### config.mk
export PLATFORM = sky130hd
export DESIGN_NAME = foc_cmd_decoder
export DESIGN_NICKNAME = d
export VERILOG_FILES = /design/src/rtl/foc_cmd_decoder.sv
export SDC_FILE = /design/constraint.sdc
export NUM_CORES = 1
export LEC_CHECK = 0
export ABC_CLOCK_PERIOD_IN_PS = 3000
export BUFFER_PORTS_ARGS = -buffer_cell sky130_fd_sc_hd__clkbuf_2
export CAP_MARGIN = 20
export CORE_MARGIN = 3
export CORE_UTILIZATION = 51
export DETAILED_ROUTE_END_ITERATION = 8
export GPL_ROUTABILITY_DRIVEN = 0
export GPL_TIMING_DRIVEN = 0
export HOLD_SLACK_MARGIN = 0.05
export PLACE_DENSITY = 0.86
export SYNTH_ARGS = -nofsm -noshare
export SYNTH_HDL_FRONTEND = slang
export SYNTH_SLANG_ARGS = --single-unit
### constraint.sdc
create_clock -name clk_sys -period 3 [get_ports clk_sys]
set_input_delay 0.6 -clock clk_sys [delete_from_list [all_inputs] [get_ports clk_sys]]
set_output_delay 0.6 -clock clk_sys [all_outputs]
set_load 0.1 [all_outputs]
### src/rtl/foc_cmd_decoder.sv
// Command decoder behind the SPI slave: takes opcode/payload frames, holds the motor config registers
// and sequences one FOC run (start pulse, run-length countdown, done or abort).
//
// state | meaning
// IDLE  | waiting for a frame, ready=1
// START | one-cycle foc_start pulse, refs already latched
// RUN   | run_active=1, counter counting down to the end of the run
module foc_cmd_decoder #(
  parameter logic [7:0] OP_CFG  = 8'h01,
  parameter logic [7:0] OP_FOC  = 8'h02,
  parameter logic [7:0] OP_STOP = 8'h03,
  parameter int         CNT_W   = 32
) (
  input  logic        clk_sys,
  input  logic        rstb,
  input  logic [7:0]  opcode,
  input  logic [79:0] data_packed,
  input  logic        valid,
  input  logic        foc_done,
  output logic [15:0] cfg_kp,
  output logic [15:0] cfg_ki,
  output logic [15:0] cfg_period,
  output logic [15:0] cfg_dead,
  output logic [15:0] cfg_vlim,
  output logic        cfg_valid,
  output logic [15:0] iq_ref,
  output logic [15:0] id_ref,
  output logic [15:0] theta0,
  output logic        foc_start,
  output logic        foc_abort,
  output logic        run_active,
  output logic        ready,
  output logic [1:0]  err
);

  typedef enum logic [1:0] {IDLE, START, RUN} state_t;

  state_t             state, state_nxt;
  logic               valid_q;
  logic [CNT_W-1:0]   cnt;
  logic               fv;
  logic               is_cfg, is_foc, is_stop, is_known;
  logic [CNT_W-1:0]   len;
  logic               foc_ok;
  logic               stop_run;

  assign fv       = valid & ~valid_q;
  assign is_cfg   = (opcode == OP_CFG);
  assign is_foc   = (opcode == OP_FOC);
  assign is_stop  = (opcode == OP_STOP);
  assign is_known = is_cfg | is_foc | is_stop;
  assign len      = data_packed[CNT_W-1:0];
  assign foc_ok   = is_foc & cfg_valid & (len != '0);
  assign stop_run = (state == RUN) & fv & is_stop;

  always_ff @(posedge clk_sys or negedge rstb) begin
    if (!rstb) state <= IDLE;
    else       state <= state_nxt;
  end

  always_comb begin
    state_nxt = state;
    case (state)
      IDLE:    if (fv && foc_ok) state_nxt = START;
      START:   state_nxt = RUN;
      RUN:     if (stop_run || foc_done || cnt == CNT_W'(1)) state_nxt = IDLE;
      default: state_nxt = IDLE;
    endcase
  end

  // Decoded from the state register only, so no input reaches these outputs combinationally.
  always_comb begin
    foc_start  = (state == START);
    run_active = (state == RUN);
    ready      = (state == IDLE);
  end

  always_ff @(posedge clk_sys or negedge rstb) begin
    if (!rstb) begin
      valid_q    <= 1'b0;
      foc_abort  <= 1'b0;
      cnt        <= '0;
      cfg_kp     <= '0;
      cfg_ki     <= '0;
      cfg_period <= '0;
      cfg_dead   <= '0;
      cfg_vlim   <= '0;
      cfg_valid  <= 1'b0;
      iq_ref     <= '0;
      id_ref     <= '0;
      theta0     <= '0;
      err        <= 2'd0;
    end else begin
      valid_q   <= valid;
      foc_abort <= stop_run;
      if (state == RUN && cnt != '0) cnt <= cnt - CNT_W'(1);
      if (fv) begin
        if (!is_known) begin
          err <= 2'd1;
        end else if (state == IDLE) begin
          if (is_cfg) begin
            cfg_kp     <= data_packed[79:64];
            cfg_ki     <= data_packed[63:48];
            cfg_period <= data_packed[47:32];
            cfg_dead   <= data_packed[31:16];
            cfg_vlim   <= data_packed[15:0];
            cfg_valid  <= 1'b1;
            err        <= 2'd0;
          end else if (is_foc) begin
            if (foc_ok) begin
              iq_ref <= data_packed[79:64];
              id_ref <= data_packed[63:48];
              theta0 <= data_packed[47:32];
              cnt    <= len;
              err    <= 2'd0;
            end else begin
              err <= 2'd2;
            end
          end
        end else if (is_cfg || is_foc) begin
          // A live run is never disturbed; the frame is lost and flagged.
          err <= 2'd3;
        end
      end
    end
  end

endmodule
==> run_results.csv, run 1 <==
group,metric,value,unit
run_status,run_status,"complete, no violations",
yosys,syn-num-nets,615,
sta,hold_viol,0,
yosys,yosys-top-cells-area,"dfrtp_1 (59%), mux2_2 (19%), xnor2_1 (2.9%)",
finish,fin_area,0.00900,mm2
sta,fin_hold_ws,0.181,ns
route,drt_iter0_markers,236,
finish,antenna_cells,0,
worst_setup_path,r2r_setup_slack,0.51,ns
route,ant_nets,0,
floorplan,rows,42,
yosys,ys_seq_elements,167,
sta,setup_viol,0,
place,hpwl,13.1,mm
yosys,syn_area,0.00705,mm2
finish,fin_nets,861,
route,drt-pass1-iter-count,5,
place,place_ws,-0.389,ns
sta,min_period,2.67,ns
sta,rsz0062_at_grt,"no",
yosys,synth_warnings,0,
run,cap_violations,0,
worst_setup_path,crit_chain,"clkbuf_2 -> nor4_1 -> nand3_1 -> nor4b_4 -> buf_2 -> buf_2 -> nand2_1 -> o21ai_1",
clock_network,clk_latency,0.43,ns
grt,grt_pass1_wl,27.6,mm
floorplan,start_util,52.6,%
floorplan,die_h,124,um
route,num_vias,5141,
grt,grt_overflow,0,
worst_setup_path,cp.arrival,3.01,ns
worst_setup_path,r2r_cells,7,
worst_setup_path,slowest_delay,0.61,ns
place,dp.cells,923,
route,wl_per_cell,18.3,um
clock_network,numClockSinks,167,
worst_setup_path,worstSetupPathType,"in2reg",
route,met1_length,6.64,mm
route,drcViolationCount,0,
sta,slew_viol_final,0,
power_and_ir_drop,p_per_area,533,mW/mm2
yosys,avgSynthCellArea,13.6,um2
clock_network,cts_made_buffers,17,
yosys,netlist_instances,520,
finish,finalNonFillerCells,954,
floorplan,io_pins,227,
yosys,synth_edf_count,0,
yosys,yosysTopAreaCell,"dfrtp_1",
worst_setup_path,reg2reg_from,"state[1]",
worst_setup_path,cp-start-kind,"primary input",
yosys,synth_cell_types,40,
worst_setup_path,r2r_end,"cnt[8]",
grt,antenna_found_initial,0,
sta,timing.final.crit_share,88.9,%
floorplan,die_area,0.0153,mm2
finish,n_fill_cell,949,
worst_setup_path,crit_top_cell,"buf_2",
route,highest_layer,"met4",
route,wl_met2,9.07,mm
sta,worst_pin_slew,0.629,ns
floorplan,core_area,0.0134,mm2
route,wl_met3,1.38,mm
power_and_ir_drop,p_leak,4.69,nW
route,wl,17.4,mm
grt,grt_pass1_vias,5468,
yosys,yosysTopAreaCellShare,59.3,%
finish,drive_gt1_share,52.3,%
finish,synthToLayoutAreaGrowth,27.8,%
route,vias_per_cell,5.39,
grt,grt_max_degree,97,
worst_setup_path,critPathRequiredTime,3.34,ns
yosys,yosysSeqAreaShare,59.3,%
clock_network,cts_tree,"yes",
yosys,synth-async-reset-ratio,100,%
place,place_area,0.00844,mm2
sta,maxClockFrequency,375,MHz
yosys,synth_ff_type,"dfrtp_1",
clock_network,clk_path_buf_depth,2,
worst_setup_path,crit_path_top_delay_cell,"nor4b_4",
clock_network,clk_pin_slew_worst_paths,0.06,ns
clock_network,cts_hold_buf,0,
sta,finalWorstSetupSlack,0.333,ns
worst_setup_path,cp_max_fo,10,
sta,maxSlewHeadroom,58.0,%
place,port_buffers,226,
clock_network,root_buffer,"clkbuf_16",
clock_network,htreeDepth,4,
hold_path,hp-class,"in2async",
worst_setup_path,cp-end-kind,"flip-flop",
grt,grt_util_all_layers,23.7,%
floorplan,fp.dieW,124,um
power_and_ir_drop,peakVddDrop,0.364,mV
sta,finalClockSkew,0.00969,ns
==> stage by stage <==
step / power [mW] / utilization (%) / TNS (ns)
6_report: 4.80 / 67.2 / 0
5_1_grt: 4.95 / 67.2 / 0
4_1_cts: 4.83 / 67.1 / 0
3_5_place_dp: 2.78 / 63.0 / -25.60
3_3_place_gp: 2.76 / 62.7 / -239.37
2_1_floorplan: 2.60 / - / 0
==> placed cells by master (no fill, tap or decap), types with 2 or more instances in the layout <==
cell type	count
ha_1	3
dfrtp_1	167
or4_4	2
nor2_1	18
nor2b_1	2
or4_1	3
nand3_1	7
o21ai_1	25
mux2_1	12
or3_1	4
buf_2	9
a21o_1	2
inv_1	6
o211ai_4	2
clkbuf_2	225
nor3_2	6
clkinv_2	3
mux2_2	122
o21ai_0	4
xnor2_1	23
clkinvlp_4	3
nor4_2	3
nand2b_1	3
nor3_1	11
nor4_1	17
clkbuf_16	17
nand4_1	5
clkbuf_8	3
xor2_1	7
nand2_1	32
clkbuf_1	12
==> Yosys cell counts, types with 4 or more instances <==
cell      instances
nand2_1          32
nand3_1           7
nor4_1           17
xor2_1            7
mux2_2          122
nor3_2            6
clkbuf_1         10
o21ai_1          25
xnor2_1          23
mux2_1           12
nor3_1           11
inv_1             6
or3_1             4
nor2_1           19
dfrtp_1         167
buf_2             9
nand4_1           5
o21ai_0           4
==> registers in the layout, indices dropped and copies added (netlist names) <==
register    cells
cfg_dead       16
cfg_ki         16
cfg_kp         16
cfg_period     16
cfg_valid       1
cfg_vlim       16
cnt            32
err             2
foc_abort       1
id_ref         16
iq_ref         16
state           2
theta0         16
valid_q         1
==> layer usage <==
metal	GRT usage, %	up-vias
met5	0	-
met4	8.10	0
met3	8.19	29
met2	41.4	196
met1	27.1	2568
li1	-	2348
==> timing repair <==
action,4_1_cts,5_1_grt
setup endpoints to repair,0,79
setup buffers,0,0
gates resized for setup,0,1
==> cell type report <==
class	count	area (um2)	area share (%)
repair buffers	227	1170	13.0
flip-flops and latches	167	4180	46.4
clock buffers	21	460	5.11
well taps	176	220	2.45
inverters	6	22.5	0.250
plain buffers	20	90.1	1.00
clock inverters	10	96.3	1.07
multi-input cells	327	2770	30.7
==> worst max-delay path, delay by kind of cell <==
| kind | cells | cell delay (ns) |
|---|---|---|
| and+or+nand+nor | 4 | 1.57 |
| buffers and inverters | 3 | 0.73 |
| AOI/OAI and AO/OA | 1 | 0.10 |
==> worst max-delay path by stage <==
stage | from | slack, ns | to
detailed placement | opcode[3] | -0.39 | cnt[6]
finish | opcode[3] | 0.33 | cnt[8]
floorplan | state[1] | 0.20 | theta0[10]
global placement | rstb | -1.33 | cfg_ki[9]
CTS | opcode[3] | 0.02 | cnt[8]
global route | opcode[3] | 0.11 | cnt[8]
==> report_power, final <==
part,total [mW],internal [mW],switching (mW)
Clock,2.06,1.18,0.877
Sequential,2.30,2.28,0.0173
Combinational,0.435,0.0940,0.341
==> cells by family (layout without fill, tap and decap cells) <==
| kind of cell | Yosys count | count (layout) | share of synthesized area, % |
|---|---|---|---|
| compound gates | 39 | 39 | 3.48 |
| xor+xnor | 30 | 30 | 3.73 |
| fa+ha+maj | 3 | 3 | 0.533 |
| buf+inv | 26 | 284 | 1.60 |
| flops | 167 | 167 | 59.3 |
| mux | 134 | 134 | 21.4 |
| simple gates | 121 | 121 | 9.94 |
Power figures use the tool's default switching activity.
==> run 2: changes to the inputs <==
--- a/config.mk
+++ b/config.mk
@@ -7,14 +7,14 @@
 export LEC_CHECK = 0
 export ABC_CLOCK_PERIOD_IN_PS = 3000
 export BUFFER_PORTS_ARGS = -buffer_cell sky130_fd_sc_hd__clkbuf_2
-export CAP_MARGIN = 20
+export CAP_MARGIN = 0
 export CORE_MARGIN = 3
-export CORE_UTILIZATION = 51
+export CORE_UTILIZATION = 50
 export DETAILED_ROUTE_END_ITERATION = 8
 export GPL_ROUTABILITY_DRIVEN = 0
 export GPL_TIMING_DRIVEN = 0
 export HOLD_SLACK_MARGIN = 0.05
-export PLACE_DENSITY = 0.86
+export PLACE_DENSITY = 0.79
 export SYNTH_ARGS = -nofsm -noshare
 export SYNTH_HDL_FRONTEND = slang
 export SYNTH_SLANG_ARGS = --single-unit
==> run_results.csv, run 2 (same netlist as run 1, synthesis figures left out) <==
group,metric,value,unit
run,cap_violations,0,
place,place_area,0.00844,mm2
finish,synthToLayoutAreaGrowth,28.0,%
floorplan,die_area,0.0156,mm2
sta,worst_pin_slew,0.751,ns
finish,fin_util,66.8,%
clock_network,clk_pin_slew_worst_paths,0.06,ns
worst_setup_path,worstSetupPathType,"in2reg",
clock_network,numClockSinks,167,
clock_network,cts_hold_buf,0,
clock_network,root_buffer,"clkbuf_16",
power_and_ir_drop,total_power,4.85,mW
sta,min_period,2.83,ns
place,hpwl,13.4,mm
route,wl_per_cell,18.6,um
clock_network,clk_path_buf_depth,2,
power_and_ir_drop,peakVddDrop,0.387,mV
finish,finalNonFillerCells,954,
worst_setup_path,critPathRequiredTime,3.33,ns
sta,setup_viol,0,
power_and_ir_drop,p_leak,4.69,nW
route,vias_per_cell,5.40,
route,drt-pass1-iter-count,4,
route,ant_nets,0,
sta,rsz0062_at_grt,"no",
grt,grt_util_all_layers,23.6,%
sta,hold_viol,0,
worst_setup_path,r2r_cells,7,
finish,seqCellArea,0.00418,mm2
floorplan,core_area,0.0135,mm2
clock_network,cts_tree,"yes",
sta,finalClockSkew,0.0116,ns
grt,grt_overflow,0,
grt,grt_max_degree,95,
clock_network,clk_latency,0.42,ns
finish,final_common_cell,"clkbuf_2",
finish,n_fill_cell,1016,
worst_setup_path,cp-start-kind,"primary input",
finish,drive_gt1_share,52.4,%
finish,multiInputGateArea,0.00277,mm2
floorplan,fp.dieW,125,um
sta,finalWorstSetupSlack,0.167,ns
sta,timing.final.crit_share,94.4,%
finish,fin_area,0.00902,mm2
route,drcViolationCount,0,
worst_setup_path,cp.arrival,3.17,ns
worst_setup_path,cp-end-kind,"flip-flop",
finish,max_flop_register,"cnt",
grt,grt_pass1_wl,29.3,mm
route,wl,17.7,mm
worst_setup_path,reg2reg_from,"cnt[7]",
sta,fin_tns_setup,0,ns
place,place_ws,-0.470,ns
sta,maxClockFrequency,353,MHz
floorplan,start_util,52.2,%
place,port_buffers,226,
hold_path,hp-class,"in2async",
floorplan,rows,42,
finish,most-common-layout-cells,"clkbuf_2 (225), dfrtp_1 (167), mux2_2 (122), nand2_1 (32), o21ai_1 (25)",
clock_network,cts_made_buffers,17,
sta,fin_hold_ws,0.158,ns
grt,grt_pass1_vias,5743,
grt,antenna_found_initial,0,
clock_network,htreeDepth,4,
place,dp.cells,923,
run_status,run_status,"complete, no violations",
sta,slew_viol_final,0,
worst_setup_path,cp_max_fo,10,
worst_setup_path,r2r_end,"cnt[14]",
route,num_vias,5151,
route,drt_iter0_markers,269,
finish,largest_reg_flops,32,
finish,fin_nets,861,
finish,antenna_cells,0,
floorplan,io_pins,227,
floorplan,die_h,125,um
sta,maxSlewHeadroom,49.5,%
worst_setup_path,r2r_setup_slack,0.57,ns
power_and_ir_drop,p_per_area,537,mW/mm2
run 2: changes by cell type in the layout (fill, tap and decap cells not counted), sizes merged:
cell	before	now
clkbuf	257	258
inv	8	7
run 2: what timing repair did:
item                       in CTS  in global routing
buffers inserted                0                  0
gates resized for setup         1                  0
setup endpoints to repair      14                  0
run 2: where the power goes:
| part | internal [mW] | leakage (nW) | switching [mW] | total, mW |
|---|---|---|---|---|
| Combinational | 0.0941 | 2.24 | 0.341 | 0.435 |
| Clock | 1.23 | 0.275 | 0.882 | 2.11 |
| Sequential | 2.28 | 2.18 | 0.0174 | 2.30 |
run 2: worst max-delay path by stage:
stage / depth (start not counted) / endpoint / slack [ns] / from
2_1_floorplan: 5 / theta0[10] / 0.20 / state[1]
3_3_place_gp: 1 / cfg_ki[13] / -1.37 / rstb
3_5_place_dp: 8 / cnt[11] / -0.47 / opcode[3]
4_1_cts: 8 / cnt[14] / 0.20 / opcode[3]
5_1_grt: 8 / cnt[17] / 0.05 / opcode[3]
6_report: 8 / cnt[17] / 0.17 / opcode[3]
run 2: worst max-delay path: stages:
cell	delay (ns)
clkbuf_2	0.09
nor4_1	0.67
nand3_1	0.37
nor4b_4	0.61
buf_2	0.37
buf_2	0.29
nand2_1	0.09
o21ai_1	0.08
run 2: routing by layer:
layer / vias to the layer above / part of all wire [%] / GRT usage, %
met5: - / 0 / 0
met4: 0 / 1.9 / 8.12
met2: 196 / 52 / 41.5
met3: 27 / 8.3 / 8.15
met1: 2579 / 37 / 26.8
li1: 2349 / - / -
run 2: cell type report:
| type | instances | area share [%] |
|---|---|---|
| clock buffers | 22 | 5.37 |
| repair buffers | 227 | 12.9 |
| clock inverters | 9 | 1.03 |
| well taps | 176 | 2.44 |
| plain buffers | 20 | 0.998 |
| multi-input cells | 327 | 30.7 |
| flip-flops and latches | 167 | 46.3 |
| inverters | 6 | 0.250 |
